## config.mk

```make
export PLATFORM = sky130hd
export DESIGN_NAME = mem_port_arbiter_flat
export DESIGN_NICKNAME = d
export VERILOG_FILES = /design/src/rtl/mem_port_arbiter_if.sv /design/src/rtl/mem_port_arbiter.sv /design/src/flat_wrapper.sv
export SDC_FILE = /design/constraint.sdc
export NUM_CORES = 1
export LEC_CHECK = 0
export BUFFER_PORTS_ARGS = -buffer_cell sky130_fd_sc_hd__buf_2
export CAP_MARGIN = 20
export CORE_UTILIZATION = 40
export CTS_BUF_LIST = sky130_fd_sc_hd__clkbuf_4 sky130_fd_sc_hd__clkbuf_8 sky130_fd_sc_hd__clkbuf_16
export CTS_CLUSTER_DIAMETER = 100
export CTS_CLUSTER_SIZE = 14
export DETAILED_ROUTE_END_ITERATION = 16
export GPL_TIMING_DRIVEN = 0
export PLACE_DENSITY = 0.69
export SYNTH_ARGS = -nofsm -noshare
export SYNTH_HDL_FRONTEND = slang
export SYNTH_SLANG_ARGS = --single-unit
export TNS_END_PERCENT = 1
```

## constraint.sdc

```tcl
create_clock -name clk -period 4.3 [get_ports clk]
set_input_delay 0.86 -clock clk [delete_from_list [all_inputs] [get_ports clk]]
set_output_delay 0.86 -clock clk [all_outputs]
set_load 0.02 [all_outputs]
```

## src/rtl/mem_port_arbiter_if.sv

```systemverilog
// Bundle of requester-side and memory-side signals of the unified memory port arbiter.
// master = arbiter view, slave = pipeline/memory environment view.
interface mem_port_arbiter_if #(
    parameter int ADDR_W = 16,
    parameter int DATA_W = 16
) ();
    logic              i_req;
    logic [ADDR_W-1:0] i_addr;
    logic [DATA_W-1:0] i_rdata;
    logic              i_done;
    logic              d_req;
    logic              d_wr;
    logic [ADDR_W-1:0] d_addr;
    logic [DATA_W-1:0] d_wdata;
    logic [DATA_W-1:0] d_rdata;
    logic              d_done;
    logic              bus_err;
    logic              mem_en;
    logic              mem_wr;
    logic [ADDR_W-1:0] mem_addr;
    logic [DATA_W-1:0] mem_wdata;
    logic [DATA_W-1:0] mem_rdata;
    logic              mem_ready;

    modport master (
        input  i_req, i_addr, d_req, d_wr, d_addr, d_wdata, mem_rdata, mem_ready,
        output i_rdata, i_done, d_rdata, d_done, bus_err,
        output mem_en, mem_wr, mem_addr, mem_wdata
    );

    modport slave (
        output i_req, i_addr, d_req, d_wr, d_addr, d_wdata, mem_rdata, mem_ready,
        input  i_rdata, i_done, d_rdata, d_done, bus_err,
        input  mem_en, mem_wr, mem_addr, mem_wdata
    );
endinterface

```

## src/rtl/mem_port_arbiter.sv

```systemverilog
// Fetch/data arbiter for the single-port unified memory: IDLE -> BUSY -> RESP sequencing.
// Optional macro ARB_ROUND_ROBIN_EN swaps data-priority/starvation grant for alternating grant.
module mem_port_arbiter #(
    parameter int ADDR_W     = 16,
    parameter int DATA_W     = 16,
    parameter int MAX_STARVE = 4,
    parameter int TIMEOUT    = 64
) (
    input  logic               clk,
    input  logic               rst,
    mem_port_arbiter_if.master bus
);

    localparam int TO_W = (TIMEOUT > 2) ? $clog2(TIMEOUT) : 1;

    typedef enum logic [1:0] {
        S_IDLE = 2'd0,
        S_BUSY = 2'd1,
        S_RESP = 2'd2
    } state_t;

    state_t            r_state;
    logic              r_owner_d;
    logic              r_mem_en;
    logic              r_mem_wr;
    logic [ADDR_W-1:0] r_mem_addr;
    logic [DATA_W-1:0] r_mem_wdata;
    logic [DATA_W-1:0] r_i_rdata;
    logic [DATA_W-1:0] r_d_rdata;
    logic              r_i_done;
    logic              r_d_done;
    logic              r_bus_err;
    logic [TO_W-1:0]   r_to_cnt;
`ifdef ARB_ROUND_ROBIN_EN
    logic              r_last_d;
`else
    logic [3:0]        r_starve_cnt;
`endif

    logic              w_any;
    logic              w_grant_d;
    logic              w_to_hit;

    // Grant decision for the current IDLE cycle and timeout detection in BUSY
    always_comb begin
        w_any     = bus.i_req | bus.d_req;
        w_grant_d = 1'b0;
        if (bus.d_req && bus.i_req) begin
`ifdef ARB_ROUND_ROBIN_EN
            w_grant_d = ~r_last_d;
`else
            w_grant_d = (r_starve_cnt != 4'(MAX_STARVE));
`endif
        end else begin
            w_grant_d = bus.d_req;
        end
        w_to_hit = (r_to_cnt == TO_W'(TIMEOUT - 1));
    end

    // Transaction sequencer with registered memory strobes, read data and done pulses
    always_ff @(posedge clk) begin
        if (rst) begin
            r_state     <= S_IDLE;
            r_owner_d   <= 1'b0;
            r_mem_en    <= 1'b0;
            r_mem_wr    <= 1'b0;
            r_mem_addr  <= '0;
            r_mem_wdata <= '0;
            r_i_rdata   <= '0;
            r_d_rdata   <= '0;
            r_i_done    <= 1'b0;
            r_d_done    <= 1'b0;
            r_bus_err   <= 1'b0;
            r_to_cnt    <= '0;
`ifdef ARB_ROUND_ROBIN_EN
            r_last_d    <= 1'b0;
`else
            r_starve_cnt <= 4'd0;
`endif
        end else begin
            case (r_state)
                S_IDLE: begin
                    r_i_done  <= 1'b0;
                    r_d_done  <= 1'b0;
                    r_bus_err <= 1'b0;
                    if (w_any) begin
                        r_state     <= S_BUSY;
                        r_owner_d   <= w_grant_d;
                        r_mem_en    <= 1'b1;
                        r_mem_wr    <= w_grant_d & bus.d_wr;
                        r_mem_addr  <= w_grant_d ? bus.d_addr : bus.i_addr;
                        r_mem_wdata <= w_grant_d ? bus.d_wdata : '0;
                        r_to_cnt    <= '0;
`ifdef ARB_ROUND_ROBIN_EN
                        r_last_d    <= w_grant_d;
`else
                        // Only D grants taken over a waiting fetch count toward starvation
                        if (w_grant_d) begin
                            if (bus.i_req && (r_starve_cnt != 4'(MAX_STARVE))) begin
                                r_starve_cnt <= r_starve_cnt + 4'd1;
                            end
                        end else begin
                            r_starve_cnt <= 4'd0;
                        end
`endif
                    end
                end
                S_BUSY: begin
                    if (bus.mem_ready) begin
                        if (!r_owner_d) begin
                            r_i_rdata <= bus.mem_rdata;
                        end else if (!r_mem_wr) begin
                            r_d_rdata <= bus.mem_rdata;
                        end
                        r_state   <= S_RESP;
                        r_mem_en  <= 1'b0;
                        r_mem_wr  <= 1'b0;
                        r_i_done  <= ~r_owner_d;
                        r_d_done  <= r_owner_d;
                        r_bus_err <= 1'b0;
                    end else if (w_to_hit) begin
                        r_state   <= S_RESP;
                        r_mem_en  <= 1'b0;
                        r_mem_wr  <= 1'b0;
                        r_i_done  <= ~r_owner_d;
                        r_d_done  <= r_owner_d;
                        r_bus_err <= 1'b1;
                    end else begin
                        r_to_cnt  <= r_to_cnt + TO_W'(1);
                    end
                end
                S_RESP: begin
                    r_i_done  <= 1'b0;
                    r_d_done  <= 1'b0;
                    r_bus_err <= 1'b0;
                    r_state   <= S_IDLE;
                end
                default: begin
                    r_mem_en  <= 1'b0;
                    r_mem_wr  <= 1'b0;
                    r_i_done  <= 1'b0;
                    r_d_done  <= 1'b0;
                    r_bus_err <= 1'b0;
                    r_state   <= S_IDLE;
                end
            endcase
        end
    end

    assign bus.mem_en    = r_mem_en;
    assign bus.mem_wr    = r_mem_wr;
    assign bus.mem_addr  = r_mem_addr;
    assign bus.mem_wdata = r_mem_wdata;
    assign bus.i_rdata   = r_i_rdata;
    assign bus.d_rdata   = r_d_rdata;
    assign bus.i_done    = r_i_done;
    assign bus.d_done    = r_d_done;
    assign bus.bus_err   = r_bus_err;

endmodule

```

## src/flat_wrapper.sv

```systemverilog
// flat-port wrapper written by rule: the top's interface ports become plain ports
module mem_port_arbiter_flat 
#(
    parameter int ADDR_W     = 16,
    parameter int DATA_W     = 16,
    parameter int MAX_STARVE = 4,
    parameter int TIMEOUT    = 64
)
  (clk, rst, bus_i_req, bus_i_addr, bus_d_req, bus_d_wr, bus_d_addr, bus_d_wdata, bus_mem_rdata, bus_mem_ready, bus_i_rdata, bus_i_done, bus_d_rdata, bus_d_done, bus_bus_err, bus_mem_en, bus_mem_wr, bus_mem_addr, bus_mem_wdata);
  mem_port_arbiter_if #(.ADDR_W(ADDR_W), .DATA_W(DATA_W)) bus_i ();
  input  logic clk;
  input  logic rst;
  input wire logic [$bits(bus_i.i_req)-1:0] bus_i_req;
  input wire logic [$bits(bus_i.i_addr)-1:0] bus_i_addr;
  input wire logic [$bits(bus_i.d_req)-1:0] bus_d_req;
  input wire logic [$bits(bus_i.d_wr)-1:0] bus_d_wr;
  input wire logic [$bits(bus_i.d_addr)-1:0] bus_d_addr;
  input wire logic [$bits(bus_i.d_wdata)-1:0] bus_d_wdata;
  input wire logic [$bits(bus_i.mem_rdata)-1:0] bus_mem_rdata;
  input wire logic [$bits(bus_i.mem_ready)-1:0] bus_mem_ready;
  output wire logic [$bits(bus_i.i_rdata)-1:0] bus_i_rdata;
  output wire logic [$bits(bus_i.i_done)-1:0] bus_i_done;
  output wire logic [$bits(bus_i.d_rdata)-1:0] bus_d_rdata;
  output wire logic [$bits(bus_i.d_done)-1:0] bus_d_done;
  output wire logic [$bits(bus_i.bus_err)-1:0] bus_bus_err;
  output wire logic [$bits(bus_i.mem_en)-1:0] bus_mem_en;
  output wire logic [$bits(bus_i.mem_wr)-1:0] bus_mem_wr;
  output wire logic [$bits(bus_i.mem_addr)-1:0] bus_mem_addr;
  output wire logic [$bits(bus_i.mem_wdata)-1:0] bus_mem_wdata;
  assign bus_i.i_req = bus_i_req;
  assign bus_i.i_addr = bus_i_addr;
  assign bus_i.d_req = bus_d_req;
  assign bus_i.d_wr = bus_d_wr;
  assign bus_i.d_addr = bus_d_addr;
  assign bus_i.d_wdata = bus_d_wdata;
  assign bus_i.mem_rdata = bus_mem_rdata;
  assign bus_i.mem_ready = bus_mem_ready;
  assign bus_i_rdata = bus_i.i_rdata;
  assign bus_i_done = bus_i.i_done;
  assign bus_d_rdata = bus_i.d_rdata;
  assign bus_d_done = bus_i.d_done;
  assign bus_bus_err = bus_i.bus_err;
  assign bus_mem_en = bus_i.mem_en;
  assign bus_mem_wr = bus_i.mem_wr;
  assign bus_mem_addr = bus_i.mem_addr;
  assign bus_mem_wdata = bus_i.mem_wdata;
  mem_port_arbiter #(.ADDR_W(ADDR_W), .DATA_W(DATA_W), .MAX_STARVE(MAX_STARVE), .TIMEOUT(TIMEOUT)) u_core (.clk(clk), .rst(rst), .bus(bus_i));
endmodule
```

==> results of run 1 <==
worst register-to-register path, stage by stage, from the launching register on:
cell and delay (ns):
dfxtp_1 0.38, inv_1 0.08, ha_1 0.20, nand4b_1 0.11, and2_1 0.15, buf_2 0.25
buf_1 0.39, nand3_1 0.13, a21oi_1 0.18
stage by stage:
step                worst slack, ns  utilization  hold WS (ns)  area, sq um  std cells
finish                         2.37        0.543         0.453         4240        659
global route                   2.19        0.543         0.470         4240        659
detailed placement             1.99        0.520         0.443         4060        643
global placement               2.00        0.520         0.436         4060        643
CTS                            2.33        0.543         0.455         4240        659
floorplan                      2.37            -         0.452         3250        404
worst min-delay path by stage:
| stage | start | slack, ns | endpoint |
|---|---|---|---|
| global placement | u_core.bus.mem_wdata[4] | 0.44 | u_core.bus.mem_wdata[4] |
| CTS | u_core.bus.mem_wdata[8] | 0.45 | u_core.bus.mem_wdata[8] |
| global route | u_core.bus.mem_wdata[9] | 0.47 | u_core.bus.mem_wdata[9] |
| finish | u_core.bus.mem_wdata[8] | 0.45 | u_core.bus.mem_wdata[8] |
| floorplan | u_core.r_starve_cnt[3] | 0.45 | u_core.r_starve_cnt[3] |
| detailed placement | u_core.bus.mem_wdata[8] | 0.44 | u_core.bus.mem_wdata[8] |
flip-flops by register name (all words and copies together) (netlist names):
register / count
u_core.bus.d_done: 1
u_core.bus.i_rdata: 16
u_core.r_state: 2
u_core.bus.i_done: 1
u_core.bus.d_rdata: 16
u_core.bus.bus_err: 1
u_core.bus.mem_wdata: 16
u_core.r_to_cnt: 6
u_core.bus.mem_addr: 16
u_core.bus.mem_wr: 1
u_core.r_starve_cnt: 4
u_core.bus.mem_en: 1
u_core.r_owner_d: 1
power groups by stage:
stage | clock, W | sequential [W] | combinational, W
2_1_floorplan | 0 | 0.000881 | 0.000116
3_3_place_gp | 0 | 0.000838 | 0.000263
3_5_place_dp | 0 | 0.000839 | 0.000269
4_1_cts | 0.000510 | 0.000821 | 0.000269
5_1_grt | 0.000550 | 0.000826 | 0.000294
6_report | 0.000498 | 0.000821 | 0.000267
synthesized netlist by cell type (all sizes together):
cell type	count
a211oi	1
a21oi	56
a22oi	1
a311oi	16
a31oi	3
and2	5
and2b	1
and3	1
and4	1
buf	9
clkbuf	18
dfxtp	82
ha	3
inv	6
mux2i	2
nand2	124
nand2b	2
nand3	24
nand3b	2
nand4b	3
nor2	22
nor3	3
nor4	1
o21ai	3
o311ai	3
o32ai	1
o41ai	3
or2	2
or3	3
or4	3
routing by layer:
layer,up-vias,track usage,wire length (microns)
met5,-,0,0
met4,0,0.0729,99
met3,9,0.0622,669
met2,119,0.355,4180
met1,1484,0.266,4010
li1,1678,-,-
cells by family (layout without fill, tap and decap cells):
logic type	after synthesis	after routing
fa+ha+maj	3	3
flops	82	82
compound gates	87	87
buf+inv	33	186
simple gates	197	197
mux	2	2
final cells by class:
type                       count  area (sq um)
buffer                        27           118
clock buffer                  11           145
clock inverter                 5          30.0
fill                         782          3570
inverter                       6          22.5
multi-input combinational    289          1470
sequential                    82          1640
tap                          102           128
timing repair buffer         137           686
==> flow_results.org, run 1 <==
** Global routing
- Remaining global-route overflow :: 0
- Across every metal layer, demand over resource in global routing totals 0.215.
- Number of global-route vias before repair :: 3,123
- The first global-routing pass estimated 14.5 mm of wire.
- Initial antenna violation count :: 0
- Largest net degree at the start of global routing :: 14

** Clock network
- H-tree levels :: 3
- In this run the deepest clock path goes through 2 buffers.
- For the worst-skew pair, the clock arrives at the later sink with an insertion delay of 0.34 ns.
- In this run, post-CTS repair resized a total of 0 instances.
- The clock net in this run drives a total of 82 sinks.
- After clock tree synthesis, the setup repair step added 0 buffers.
- Clock slew seen by the registers of the worst setup and hold paths :: 0.08 ns
- Total clock buffers created by CTS :: 9
- The number of hold buffers added after CTS was 0.
- Root Buffer :: clkbuf_8
- Clock tree from TritonCTS :: built

** STA
- Setup repair after global routing left no endpoint under its margin.
- The hold violation count in the final report is 0.
- Final count of negative-setup-slack endpoints :: 0
- Relative max-transition margin :: 0.586
- Worst clock skew on the final layout :: 0.00692 ns
- In the finished design, the share of the clock period the worst path needs comes to 0.450.
- Final Slew Violations :: 0
- For the pin with the worst max-slew slack, the measured transition is 0.616 ns.
- Setup TNS :: 0 ns
- Achievable clock frequency :: 0.517 GHz
- Period minus WS final :: 1.93 ns

** Yosys
- Yosys mapped the design onto 36 distinct sky130hd cell types.
- Of the total synthesized cell area, the portion taken by full adders, half adders and majority gates is 0.0116.
- Ranked by total cell area, the synthesized netlist is headed by dfxtp_1, nand2_1, a21oi_1.
- Fraction of the yosys area taken by sequential cells :: 0.505
- After synthesis, the share of cell area in mux cells is 0.00616.
- Of the total synthesized cell area, the portion taken by XOR and XNOR cells is 0.
- Number of flip-flops and latches in the synthesized netlist :: 82
- Synthesis warning total :: 0
- Of the post-synthesis cell area, the dominant cell type holds 0.505.
- In this run the cell area of the synthesized design comes to 3250 sq um.
- Of the total synthesized cell area, the portion taken by AND, OR, NAND and NOR gates is 0.269.
- Synth Area in Compound Gates :: 0.165
- The number of nets handed over by synthesis was 477.
- Synthesized instance count :: 404
- The synthesized design spends more area on one cell type than any other, namely dfxtp_1.
- By area, the combinational part of the netlist is dominated by simple AND/OR/NAND/NOR gates.
- Average cell area after synthesis :: 8.04 sq um

** Route
- Detailed-router iteration count before antenna repair :: 4
- Dividing the detail-routed via count by the number of cells gives 4.99.
- Dividing the detail-routed wire length by the instance count gives 13.6 microns.
- Detailed routing inserted a total of 3,290 vias.
- Once detail routing completed, the nets flagged for antenna violations numbered 0.
- The detailed router finished its first iteration with 129 violations.
- For this run, design rule violations remaining after detail routing come to 0.
- Aggregate routed wire length :: 8.96 mm

** Die
- Area enclosed by the die boundary :: 8490 sq um
- Placeable core region :: 7810 sq um
- Vertical extent of the die :: 92.1 microns
- For this configuration, the core starts out at a cell density of 0.416.
- The floorplan step set the die width to 92.1 microns.
- Row count :: 32
- I/O pin count :: 139

** Worst setup path
- Crit path depth :: 8
- Tracing the worst setup path back leads to its startpoint at u_core.r_starve_cnt[0].
- Cell family contributing the most delay on the critical path :: buffers and inverters
- Type of element launching the critical path :: flop
- Crit path arrival time :: 2.20 ns
- Worst Setup EP :: u_core.r_starve_cnt[0]
- STA classifies the critical path endpoint as a flop.
- For flop-to-flop paths, the worst setup slack is 2.37 ns.
- Start of the worst register-to-register path :: u_core.r_starve_cnt[0]
- Buf/Inv on CP :: 3
- Among all stages on the critical path, the largest delay is contributed by buf_1.
- Cells on worst reg2reg path :: 8
- Along the worst path, the maximum fanout reaches 10.
- Worst Setup Path Type :: flop to flop
- Reg2Reg Capture Point :: u_core.r_starve_cnt[0]
- Walking the worst path, the cells encountered are inv_1 -> ha_1 -> nand4b_1 -> and2_1 -> buf_2 -> buf_1 -> nand3_1 -> a21oi_1.
- Critical Path Max Stage Delay :: 0.39 ns
- STA puts the critical path data required time at 4.57 ns.

** Placement
- Routability-driven placement finished with a final weighted congestion of 0.877.
- Once detailed placement completed, the half-perimeter wirelength came to 6.71 mm.
- The count of buffers added on input and output ports is 137.

** Layout
- Inserted Diodes :: 0
- Commonest non-fill, non-tap cells in the layout :: buf_2, nand2_1, dfxtp_1
- Area growth, synth to finish :: 30.4%
- Most common library cell in the layout ignoring fill and taps :: buf_2
- Post-layout net count :: 625
- Fraction of layout cells with a size suffix above 1 :: 0.303

** Power
- Switching power of the nets :: 0.000465 W
- Summed over all cells, the static leakage comes to 1.86 nW.
- Of the total power, the share spent switching nets is 0.293.
- Internal power comes to 0.00112 W.
- Total power for the finished layout comes to 0.00159 W.
- In this run the power density over the cells is 374 nW/um^2.
- Across the VDD grid, the largest voltage drop is 0.000243 V.
- Clock power frac :: 0.314
- Fraction of power consumed by sequential logic :: 0.518
- Share of power burned in combinational logic :: 0.169

** Worst hold path
- Cell depth of the worst min-delay path :: 2
- Worst Hold Class :: flop to flop

** Flow run
- Number of maximum-capacitance violations :: 0

** Status
- The flow ran to the end, and the final reports show no timing, DRC or antenna violations.
Power figures use the tool's default switching activity.
==> run 2: changes to the inputs <==
- clock period: 4.3 -> 1.8 ns (I/O delays scaled with it)
==> run 2 against run 1 <==
  * Flip-flop and latch count did not move
  * Register-to-register slack worse by 2.3 ns
  * Worst hold slack worse by 0.19 ns
  * Clock skew about the same
  * Critical path depth fell by 2
  * Via count grew 0.94%
  * Non-clock buffer count down 1
  * Utilization grew 1.0 points
  * Count of clock-buffer cells in the layout unchanged
  * Critical path type unchanged
  * Largest cell class unchanged
  * Largest power group unchanged
  * Highest routed layer unchanged
==> flow_results.org, run 2 (same netlist as run 1, synthesis figures left out) <==
** Flow run
- The count of max-cap constraint violations is 0 (unchanged).

** Route
- Antenna violation net count after detailed routing :: 0 (unchanged)
- Aggregate routed wire length :: 9.07 mm (+1.2%)
- Detailed-router iteration count before antenna repair :: 4 (unchanged)
- The count of routing violations after the opening detailed-route iteration is 109 (-16%).
- Routed vias :: 3,321 (+0.94%)
- DRC viols :: 0 (unchanged)
- Vias per std cell :: 5.05 (+1.1%)
- The wire length per cell was 13.8 microns (+1.4%).

** STA
- The clock skew came to 0.00662 ns (-0.000297 ns).
- Final hold violation count :: 0 (unchanged)
- Achievable clock frequency :: 0.564 GHz (+9.1%)
- Crit share post-route :: 0.985 (+0.535)
- Final Slew Violations :: 0 (unchanged)
- Worst slew pin tran :: 0.635 ns (+0.0193 ns)
- Setup repair after global routing could not meet its margin everywhere.
- The summed negative setup slack over all endpoints came to 0 ns (unchanged).
- The number of setup violations in the final report is 0 (unchanged).
- The final period demand of the worst path was 1.77 ns (-0.161 ns).
- Relative max-transition margin :: 0.576 (-0.00942)

** Die
- I/O pin count :: 139 (unchanged)
- Area enclosed by the die boundary :: 8490 sq um (unchanged)
- The die height was 92.1 microns (unchanged).
- The die width was 92.1 microns (unchanged).
- The cell row count was 32 (unchanged).
- Starting density of the core :: 0.416 (unchanged)
- Placeable core region :: 7810 sq um (unchanged)

** Layout
- Fraction of layout cells with a size suffix above 1 :: 0.333 (+0.0293)
- The area growth from synthesis to layout is 32.8%.
- In the layout the commonest cells are buf_2, nand2_1, dfxtp_1.
- Final design utilization :: 0.553 (+0.0101)
- The final antenna diode count is 0 (unchanged).
- Most common library cell in the layout ignoring fill and taps :: buf_2
- Post-layout net count :: 624 (-0.16%)
- Final instance area :: 4320 sq um (+1.9%)

** Worst setup path
- Cell family contributing the most delay on the critical path :: simple AND/OR/NAND/NOR gates
- Chain of cells forming the critical path :: ha_4 -> and4_4 -> and3_4 -> buf_6 -> or3_4 -> o41ai_2
- Endpoint kind of the worst setup timing path :: flop
- The required time of the critical path was 2.05 ns (-2.52 ns).
- The maximum cell stage delay along the critical path was 0.39 ns (about the same).
- Type of element launching the critical path :: flop
- Max FO, Critical Path :: 10 (unchanged)
- Critical-path top delay cell :: or3_4
- Buf/Inv on CP :: 1 (-2)
- Crit path arrival time :: 2.02 ns (-0.18 ns)
- Worst Setup Path Type :: flop to flop

** Placement
- Weighted congestion reported at the end of routability-driven placement :: 0.877 (unchanged)
- The placement-stage cell area was 4060 sq um (unchanged).
- The sum of net half-perimeters after detailed placement is 6.71 mm (unchanged).
- Number of port buffers :: 137 (unchanged)

** Power
- The total power density per cell area was 883 nW/um^2 (+140%).
- The sum of internal, switching and leakage power came to 0.00381 W (+140%).
- The leakage power of the design was 1.89 nW (+2.1%).
- Worst voltage drop across the vdd grid :: 0.000580 V (+140%)

** Clock network
- H-tree levels :: 3 (unchanged)
- The total of hold buffers inserted after clock tree synthesis was 0 (unchanged).
- The clock insertion delay at the later pin of the skew report was 0.34 ns (about the same).
- Largest buffer count on any clock path :: 2 (unchanged)
- The clock-pin slew on the worst setup and hold paths is 0.08 ns (about the same).
- Total clock buffers created by CTS :: 9 (unchanged)
- Root Buffer :: clkbuf_8
- Sinks on Clock Net :: 82 (unchanged)
- TritonCTS built the clock tree.

** Global routing
- Largest net degree at the start of global routing :: 14 (unchanged)
- The routing usage on met2 is 0.355 (unchanged).
- Number of global-route vias before repair :: 3,123 (unchanged)
- The wire length of the first global-routing pass came to 14.5 mm (unchanged).
- Met1 GRT Util :: 0.266 (about the same)
- The met3 capacity usage during global routing was 0.0622 (unchanged).
- Most crowded layer after global routing :: met2
- Initial antenna violation count :: 0 (unchanged)
- Remaining global-route overflow :: 0 (unchanged)
- The global routing usage summed across all routing layers is 0.215 (about the same).

** Status
- The run finished with clean final reports.

** Worst hold path
- Worst Hold Class :: input pin to flop
run 2: cell count changes in the layout (fill, tap and decap cells not counted), sizes merged:
| cell | delta |
|---|---|
| buf | -1 |
run 2: final timing paths:
kind | from | end | depth (start not counted) | slack, ns
worst max register to register | u_core.r_to_cnt[0] | u_core.r_to_cnt[4] | 6 | 0.03
worst min register to register | u_core.bus.mem_wdata[12] | u_core.bus.mem_wdata[12] | 2 | 0.45
worst max-delay path | u_core.r_to_cnt[0] | u_core.r_to_cnt[4] | 6 | 0.03
worst min-delay path | bus_mem_ready | u_core.bus.bus_err | 2 | 0.26
run 2: per-layer routing:
metal | vias up | share of wire
li1 | 1678 | -
met1 | 1513 | 0.44
met2 | 121 | 0.47
met3 | 9 | 0.074
met4 | 0 | 0.011
met5 | - | 0
run 2: timing repair:
item                       4_1_cts  5_1_grt
setup endpoints to repair       39       58
buffers inserted                 0        0
resized for setup                6       24
pin swaps                        0        1
gates cloned                     0        0
run 2: layout make-up:
cell class,instances,area (sq um)
multi-input cells,289,1530
flip-flops and latches,82,1650
clock inverters,5,30.0
clock buffers,11,145
plain buffers,26,134
repair buffers,137,686
fillers,783,3490
well taps,102,128
inverters,6,22.5
run 2: power breakdown:
group | switching (W) | internal (W)
logic | 0.000421 | 0.000234
clock network | 0.000643 | 0.000547
registers | 0.0000567 | 0.00191
run 2: metrics by stage:
stage / hold WS [ns] / instances / worst slack, ns
CTS: 0.239 / 659 / -0.0270
global placement: 0.436 / 643 / -0.0649
finish: 0.260 / 658 / 0.0275
floorplan: 0.439 / 404 / 0.0559
detailed placement: 0.443 / 643 / -0.146
global route: 0.242 / 658 / -0.0442
